$ cat src/rtl/native_to_axis.sv
// Native (free-running) video to AXI4-Stream video bridge with frame lock, a one-pixel
// hold stage that finds end-of-line, and an output FIFO with a sticky overflow flag.
module native_to_axis #(
    parameter int unsigned DATA_WID   = 24,
    parameter int unsigned PPL_WID    = 12,
    parameter int unsigned FIFO_DEPTH = 16
) (
    input  logic                clk,
    input  logic                rst,
    input  logic [DATA_WID-1:0] vid_data,
    input  logic                vid_vsync,
    input  logic                vid_active,
    output logic                vid_vtg_ce,
    output logic [DATA_WID-1:0] m_tdata,
    output logic                m_tuser,
    output logic                m_tlast,
    output logic                m_tvalid,
    input  logic                m_tready,
    input  logic                ovf_clr,
    output logic                ovf,
    output logic [PPL_WID-1:0]  line_len
);

    localparam int unsigned AW = $clog2(FIFO_DEPTH);
    localparam int unsigned EW = DATA_WID + 2;

    typedef enum logic [1:0] {
        StWaitVs,
        StArm,
        StRun
    } state_e;

    state_e              state_q;
    logic                vsync_q;
    logic                hold_valid_q;
    logic                hold_sof_q;
    logic [DATA_WID-1:0] hold_data_q;

    logic [EW-1:0]       mem_q [FIFO_DEPTH];
    logic [AW-1:0]       wptr_q;
    logic [AW-1:0]       rptr_q;
    logic [AW:0]         count_q;
    logic [AW:0]         count_d;

    logic                tvalid_q;
    logic                tuser_q;
    logic                tlast_q;
    logic [DATA_WID-1:0] tdata_q;

    logic                ovf_q;
    logic [PPL_WID-1:0]  pix_cnt_q;
    logic [PPL_WID-1:0]  pix_cnt_inc;
    logic [PPL_WID-1:0]  line_len_q;
    logic                vtg_ce_q;

    logic                vs_rise;
    logic                pop;
    logic                full;
    logic                wr_req;
    logic                wr_last;
    logic                overflow;
    logic                wr_en;
    logic                head_avail;
    logic [AW-1:0]       rd_idx;

    // ------------------------------------------------------------------
    // Write decision: in RUN the held pixel leaves when a new pixel replaces it
    // (line continues), or when active drops or vsync rises (line ends).
    // ------------------------------------------------------------------
    always_comb begin
        vs_rise  = vid_vsync & ~vsync_q;
        pop      = tvalid_q & m_tready;
        full     = (count_q == (AW+1)'(FIFO_DEPTH));
        wr_req   = (state_q == StRun) & hold_valid_q;
        wr_last  = vs_rise | ~vid_active;
        overflow = wr_req & full & ~pop;
        wr_en    = wr_req & ~overflow;
    end

    always_ff @(posedge clk) begin
        if (rst) begin
            state_q      <= StWaitVs;
            vsync_q      <= 1'b0;
            hold_valid_q <= 1'b0;
            hold_sof_q   <= 1'b0;
            hold_data_q  <= '0;
        end else begin
            vsync_q <= vid_vsync;
            if (overflow) begin
                state_q      <= StWaitVs;
                hold_valid_q <= 1'b0;
            end else begin
                case (state_q)
                    StWaitVs: begin
                        if (vs_rise) begin
                            state_q <= StArm;
                        end
                    end
                    StArm: begin
                        if (vid_active) begin
                            state_q      <= StRun;
                            hold_valid_q <= 1'b1;
                            hold_sof_q   <= 1'b1;
                            hold_data_q  <= vid_data;
                        end
                    end
                    StRun: begin
                        // A pixel coinciding with the vsync edge belongs to no frame.
                        if (vs_rise) begin
                            state_q      <= StArm;
                            hold_valid_q <= 1'b0;
                        end else if (vid_active) begin
                            hold_valid_q <= 1'b1;
                            hold_sof_q   <= 1'b0;
                            hold_data_q  <= vid_data;
                        end else begin
                            hold_valid_q <= 1'b0;
                        end
                    end
                    default: begin
                        state_q      <= StWaitVs;
                        hold_valid_q <= 1'b0;
                    end
                endcase
            end
        end
    end

    // ------------------------------------------------------------------
    // Output FIFO. count_q includes the entry on m_t*, so capacity is exactly
    // FIFO_DEPTH; the head register only sees entries written on earlier edges.
    // ------------------------------------------------------------------
    always_comb begin
        head_avail = pop ? (count_q > (AW+1)'(1)) : (count_q != '0);
        rd_idx     = pop ? (rptr_q + AW'(1)) : rptr_q;
        count_d    = count_q;
        if (wr_en && !pop) begin
            count_d = count_q + (AW+1)'(1);
        end else if (!wr_en && pop) begin
            count_d = count_q - (AW+1)'(1);
        end
    end

    always_ff @(posedge clk) begin
        if (wr_en) begin
            mem_q[wptr_q] <= {hold_sof_q, wr_last, hold_data_q};
        end
    end

    always_ff @(posedge clk) begin
        if (rst) begin
            wptr_q   <= '0;
            rptr_q   <= '0;
            count_q  <= '0;
            tvalid_q <= 1'b0;
            tuser_q  <= 1'b0;
            tlast_q  <= 1'b0;
            tdata_q  <= '0;
        end else begin
            if (wr_en) begin
                wptr_q <= wptr_q + AW'(1);
            end
            if (pop) begin
                rptr_q <= rptr_q + AW'(1);
            end
            count_q  <= count_d;
            tvalid_q <= head_avail;
            if (head_avail) begin
                {tuser_q, tlast_q, tdata_q} <= mem_q[rd_idx];
            end else begin
                {tuser_q, tlast_q, tdata_q} <= '0;
            end
        end
    end

    // ------------------------------------------------------------------
    // Line length, sticky overflow and timing-generator enable.
    // ------------------------------------------------------------------
    assign pix_cnt_inc = (&pix_cnt_q) ? pix_cnt_q : pix_cnt_q + PPL_WID'(1);

    always_ff @(posedge clk) begin
        if (rst) begin
            pix_cnt_q  <= '0;
            line_len_q <= '0;
            ovf_q      <= 1'b0;
            vtg_ce_q   <= 1'b0;
        end else begin
            vtg_ce_q <= 1'b1;
            if (overflow) begin
                ovf_q <= 1'b1;
            end else if (ovf_clr) begin
                ovf_q <= 1'b0;
            end
            if (overflow) begin
                pix_cnt_q <= '0;
            end else if (wr_en) begin
                if (wr_last) begin
                    line_len_q <= pix_cnt_inc;
                    pix_cnt_q  <= '0;
                end else begin
                    pix_cnt_q <= pix_cnt_inc;
                end
            end
        end
    end

    assign vid_vtg_ce = vtg_ce_q;
    assign m_tvalid   = tvalid_q;
    assign m_tuser    = tuser_q;
    assign m_tlast    = tlast_q;
    assign m_tdata    = tdata_q;
    assign ovf        = ovf_q;
    assign line_len   = line_len_q;

endmodule

$ cat config.mk
export PLATFORM = sky130hd
export DESIGN_NAME = native_to_axis
export DESIGN_NICKNAME = d
export VERILOG_FILES = /design/src/rtl/native_to_axis.sv
export SDC_FILE = /design/constraint.sdc
export NUM_CORES = 1
export LEC_CHECK = 0
export CORE_MARGIN = 1.5
export CORE_UTILIZATION = 30
export CTS_CLUSTER_DIAMETER = 80
export DETAILED_ROUTE_END_ITERATION = 10
export GPL_TIMING_DRIVEN = 0
export PLACE_DENSITY = 0.56
export RECOVER_POWER = 50
export REMOVE_ABC_BUFFERS = 1
export SKIP_LAST_GASP = 1
export SYNTH_ARGS = -nofsm -noshare
export SYNTH_HDL_FRONTEND = slang
export SYNTH_SLANG_ARGS = --single-unit
$ cat constraint.sdc
create_clock -name clk -period 9.6 [get_ports clk]
set_input_delay 1.92 -clock clk [delete_from_list [all_inputs] [get_ports clk]]
set_output_delay 1.92 -clock clk [all_outputs]
set_load 0.02 [all_outputs]
==> impl_metrics.csv <==
group,metric,value,unit
outcome,run_status,"finished, violations left",
outcome,violated_checks,"capacitance limit, slew limit",
timing,worst_slew_pin_slew,2.07,ns
min_path,whs_endpoint,"line_len[10]",
timing,final-max-slew-violation-count,44,
finish,area.growth.synth_to_final,20.3,%
logic_synthesis,post_synth_most_frequent_cells,"sky130_fd_sc_hd__edfxtp_1, sky130_fd_sc_hd__nand2_1, sky130_fd_sc_hd__mux2i_1",
grt,antenna_found_initial,1,
floorplanning,design.core.area,65600,µm²
finish,n_antenna_cell,0,
timing,unrepaired_setup_endpoints_after_global_routing,"false",
logic_synthesis,mappedNetlistArea,19800,µm²
placement,routabilityCongestion,0.767,
logic_synthesis,synth_ff_type,"sky130_fd_sc_hd__edfxtp_1",
logic_synthesis,async_reset_ff_share,0,%
clocking,insertion_delay,0.60,ns
placement,place_hpwl,29100,µm
finish,area.sequential,14400,µm²
power,ir_drop_worst_case_vdd,0.121,mV
clocking,cts_resized,0,
critical_path,worst-r2r-cell-count,10,
min_path,min_from,"line_len[10]",
power,p_leak,0.00860,µW
placement,io_port_bufs,70,
timing,fin_crit_sh,57.5,%
clocking,cts-htree-levels,2,
critical_path,setup.worst_path.start_class,"input port",
critical_path,cp_max_fo,23,
logic_synthesis,netlist_instances,1338,
floorplanning,boundary_pin_count,71,
timing,finalSetupViolations,0,
timing,timing.fmax,0.181,GHz
drt,post-route-drc-count,0,
grt,grt_max_degree,53,
drt,route.final.wire_length,48600,µm
clocking,clock_sink_count,511,
clocking,cts_tree,"yes",
grt,overflow,0,
critical_path,worstSetupEndpointType,"register",
drt,drt-pass1-iter-count,5,
power,powerDensity,230,nW/µm²
logic_synthesis,synthDistinctLibCells,62,
finish,nets,1474,
clocking,cts_made_buffers,50,
drt,routed_wire_length_per_instance,20.8,µm
logic_synthesis,synth.largest_area_cell,"sky130_fd_sc_hd__edfxtp_1",
logic_synthesis,yosys_register_bits,511,
grt,track_usage,14.5,%
critical_path,data_required_time_at_the_worst_endpoint,10.09,ns
drt,dr.first_iter.drc_count,793,
finish,drive_gt1_share,10.9,%
floorplanning,die_height,260,µm
critical_path,reg_to_reg_slack_setup,5.61,ns
floorplanning,die_x,260,µm
timing,finalHoldViolations,0,
clocking,post_cts_hold_buffer_count,0,
logic_synthesis,yosys_warnings,0,
floorplanning,floorplan.initialDensity,30.2,%
min_path,worst_hold_path.num_cells,2,
finish,layout.cells.non_filler,2334,
critical_path,worstPathArrival,6.01,ns
grt,grt_pass1_vias,11700,
min_path,hold_path.class,"reg2reg",
finish,fillerInstances,6217,
grt,grt_pass1_wl,73000,µm
critical_path,worstReg2RegStart,"m_tvalid",
clocking,clock_path_buffers,3,
critical_path,crit_type,"in2reg",
drt,postRouteAntennaNets,0,
floorplanning,die_area,67700,µm²
logic_synthesis,synth.area.top_cells,"sky130_fd_sc_hd__edfxtp_1, sky130_fd_sc_hd__dfxtp_1, sky130_fd_sc_hd__mux2i_1",
logic_synthesis,number_of_enable_flip_flop_cells_after_synthesis,416,
timing,worst_clock_skew,0.0144,ns
logic_synthesis,post-synth-top-count-cell,"sky130_fd_sc_hd__edfxtp_1",
clocking,cts_root_buffer,"sky130_fd_sc_hd__clkbuf_16",
placement,place.detailed.instances,2240,
logic_synthesis,avgSynthCellArea,14.8,µm²
drt,via_count,11500,
clocking,post-cts-setup-buffer-count,0,
logic_synthesis,synth.yosys.seq_area_share,72.5,%
timing,final_period_demand_of_the_worst_path,5.52,ns
critical_path,regToRegEndpoint,"m_tdata[11]",
drt,viasPerCell,4.93,
timing,max-slew-margin-rel,-39.1,%
floorplanning,fp-row-count,94,
logic_synthesis,yosysTopAreaCellShare,63.0,%
clocking,cts.clk_slew.worst_paths,0.06,ns
timing,whs,0.457,ns
flow_run,maxCapViolCount,2,
finish,area_taken_by_multi_input_logic_gates,5080,µm²
-- placed cells by master, fill, tap and decap left out, types with 4 or more instances in the layout --
master                            count
sky130_fd_sc_hd__a211oi_1             8
sky130_fd_sc_hd__a21oi_1             45
sky130_fd_sc_hd__a221oi_1            26
sky130_fd_sc_hd__a22oi_1              6
sky130_fd_sc_hd__a32o_1              26
sky130_fd_sc_hd__a32oi_1             79
sky130_fd_sc_hd__buf_12              21
sky130_fd_sc_hd__buf_16               9
sky130_fd_sc_hd__buf_6               11
sky130_fd_sc_hd__buf_8                6
sky130_fd_sc_hd__bufinv_16            4
sky130_fd_sc_hd__clkbuf_1            14
sky130_fd_sc_hd__clkbuf_16           51
sky130_fd_sc_hd__clkbuf_8            11
sky130_fd_sc_hd__clkdlybuf4s50_1     29
sky130_fd_sc_hd__clkinv_1             6
sky130_fd_sc_hd__clkinv_2             7
sky130_fd_sc_hd__dfxtp_1             95
sky130_fd_sc_hd__dlygate4sd3_1       40
sky130_fd_sc_hd__edfxtp_1           416
sky130_fd_sc_hd__ha_1                16
sky130_fd_sc_hd__inv_1                8
sky130_fd_sc_hd__mux2i_1            132
sky130_fd_sc_hd__nand2_1            239
sky130_fd_sc_hd__nand2b_1             4
sky130_fd_sc_hd__nand3_1              9
sky130_fd_sc_hd__nand4_1              6
sky130_fd_sc_hd__nor2_1              37
sky130_fd_sc_hd__nor2_4              12
sky130_fd_sc_hd__nor2b_1              4
sky130_fd_sc_hd__nor3_1               8
sky130_fd_sc_hd__nor3_2               4
sky130_fd_sc_hd__o21ai_0              6
sky130_fd_sc_hd__or3_1                4
sky130_fd_sc_hd__xnor2_1              8
sky130_fd_sc_hd__xor2_1               7
-- kinds of logic (layout without fill, tap and decap cells) --
kind of cell	count (synthesis)	after routing	share of synthesized area, %
flops	511	511	72.5
simple gates	352	352	7.50
compound gates	218	218	8.82
mux	133	133	6.72
buf+inv	91	223	2.54
xor+xnor	17	17	0.864
fa+ha+maj	16	16	1.01
-- per-layer routing --
layer,global-route usage [%],part of all wire [%],up-vias
li1,-,-,5333
met3,2.80,4.8,73
met4,3.55,2.0,2
met1,20.1,46,5854
met5,0,0.019,-
met2,23.3,47,249
-- area by class of cell --
| type | count | area share, % |
|---|---|---|
| inverter | 10 | 0.178 |
| clock inverter | 20 | 0.886 |
| tap | 864 | 4.53 |
| sequential | 511 | 60.3 |
| timing repair buffer | 119 | 6.65 |
| clock buffer | 74 | 6.17 |
| multi-input combinational | 736 | 21.3 |
-- worst max-delay path by stage --
stage	startpoint	slack [ns]	endpoint	cells past startpoint
after floorplan	m_tready	-0.50	m_tdata[1]	5
after global placement	m_tready	-4.50	m_tuser	6
after detailed placement	m_tready	4.48	mem_q[1][19]	8
after CTS	m_tready	5.13	mem_q[1][19]	8
after global routing	m_tready	3.83	m_tdata[11]	11
final	m_tready	4.08	m_tdata[11]	11
-- worst max-delay path, stage by stage --
cell and delay (ns):
sky130_fd_sc_hd__dlygate4sd3_1 0.59, sky130_fd_sc_hd__and2_4 0.21, sky130_fd_sc_hd__xnor2_1 1.57, sky130_fd_sc_hd__buf_16 0.26
sky130_fd_sc_hd__buf_16 0.18, sky130_fd_sc_hd__buf_12 0.21, sky130_fd_sc_hd__buf_16 0.20, sky130_fd_sc_hd__buf_12 0.20
sky130_fd_sc_hd__mux2i_1 0.23, sky130_fd_sc_hd__a221oi_1 0.12, sky130_fd_sc_hd__a32o_1 0.30
-- sequential cells by signal (all words and copies together), names as in the netlist, 2 cells and up --
| name | count |
|---|---|
| m_tdata | 24 |
| count_q | 5 |
| line_len | 12 |
| mem_q | 416 |
| pix_cnt_q | 12 |
| hold_data_q | 24 |
| wptr_q | 4 |
| rptr_q | 4 |
| state_q | 2 |
-- metrics by stage --
stage               setup TNS, ns  instance area (µm²)  util [%]  setup slack (ns)  power [µW]
floorplan                  -12.97                19400         -            -0.500        3300
global placement          -116.91                21200      32.2             -4.50        3670
detailed placement              0                22200      33.9              4.48        3560
CTS                             0                23900      36.4              5.13        5560
global route                    0                23900      36.4              3.83        5720
finish                          0                23900      36.4              4.08        5500
-- where the power goes --
part           switching (µW)  internal [µW]  leakage, µW
Sequential               99.8           2520      0.00464
Clock                     841           1170     0.000829
Combinational             492            375      0.00313
Total                    1430           4060      0.00860
Power figures use the tool's default switching activity.
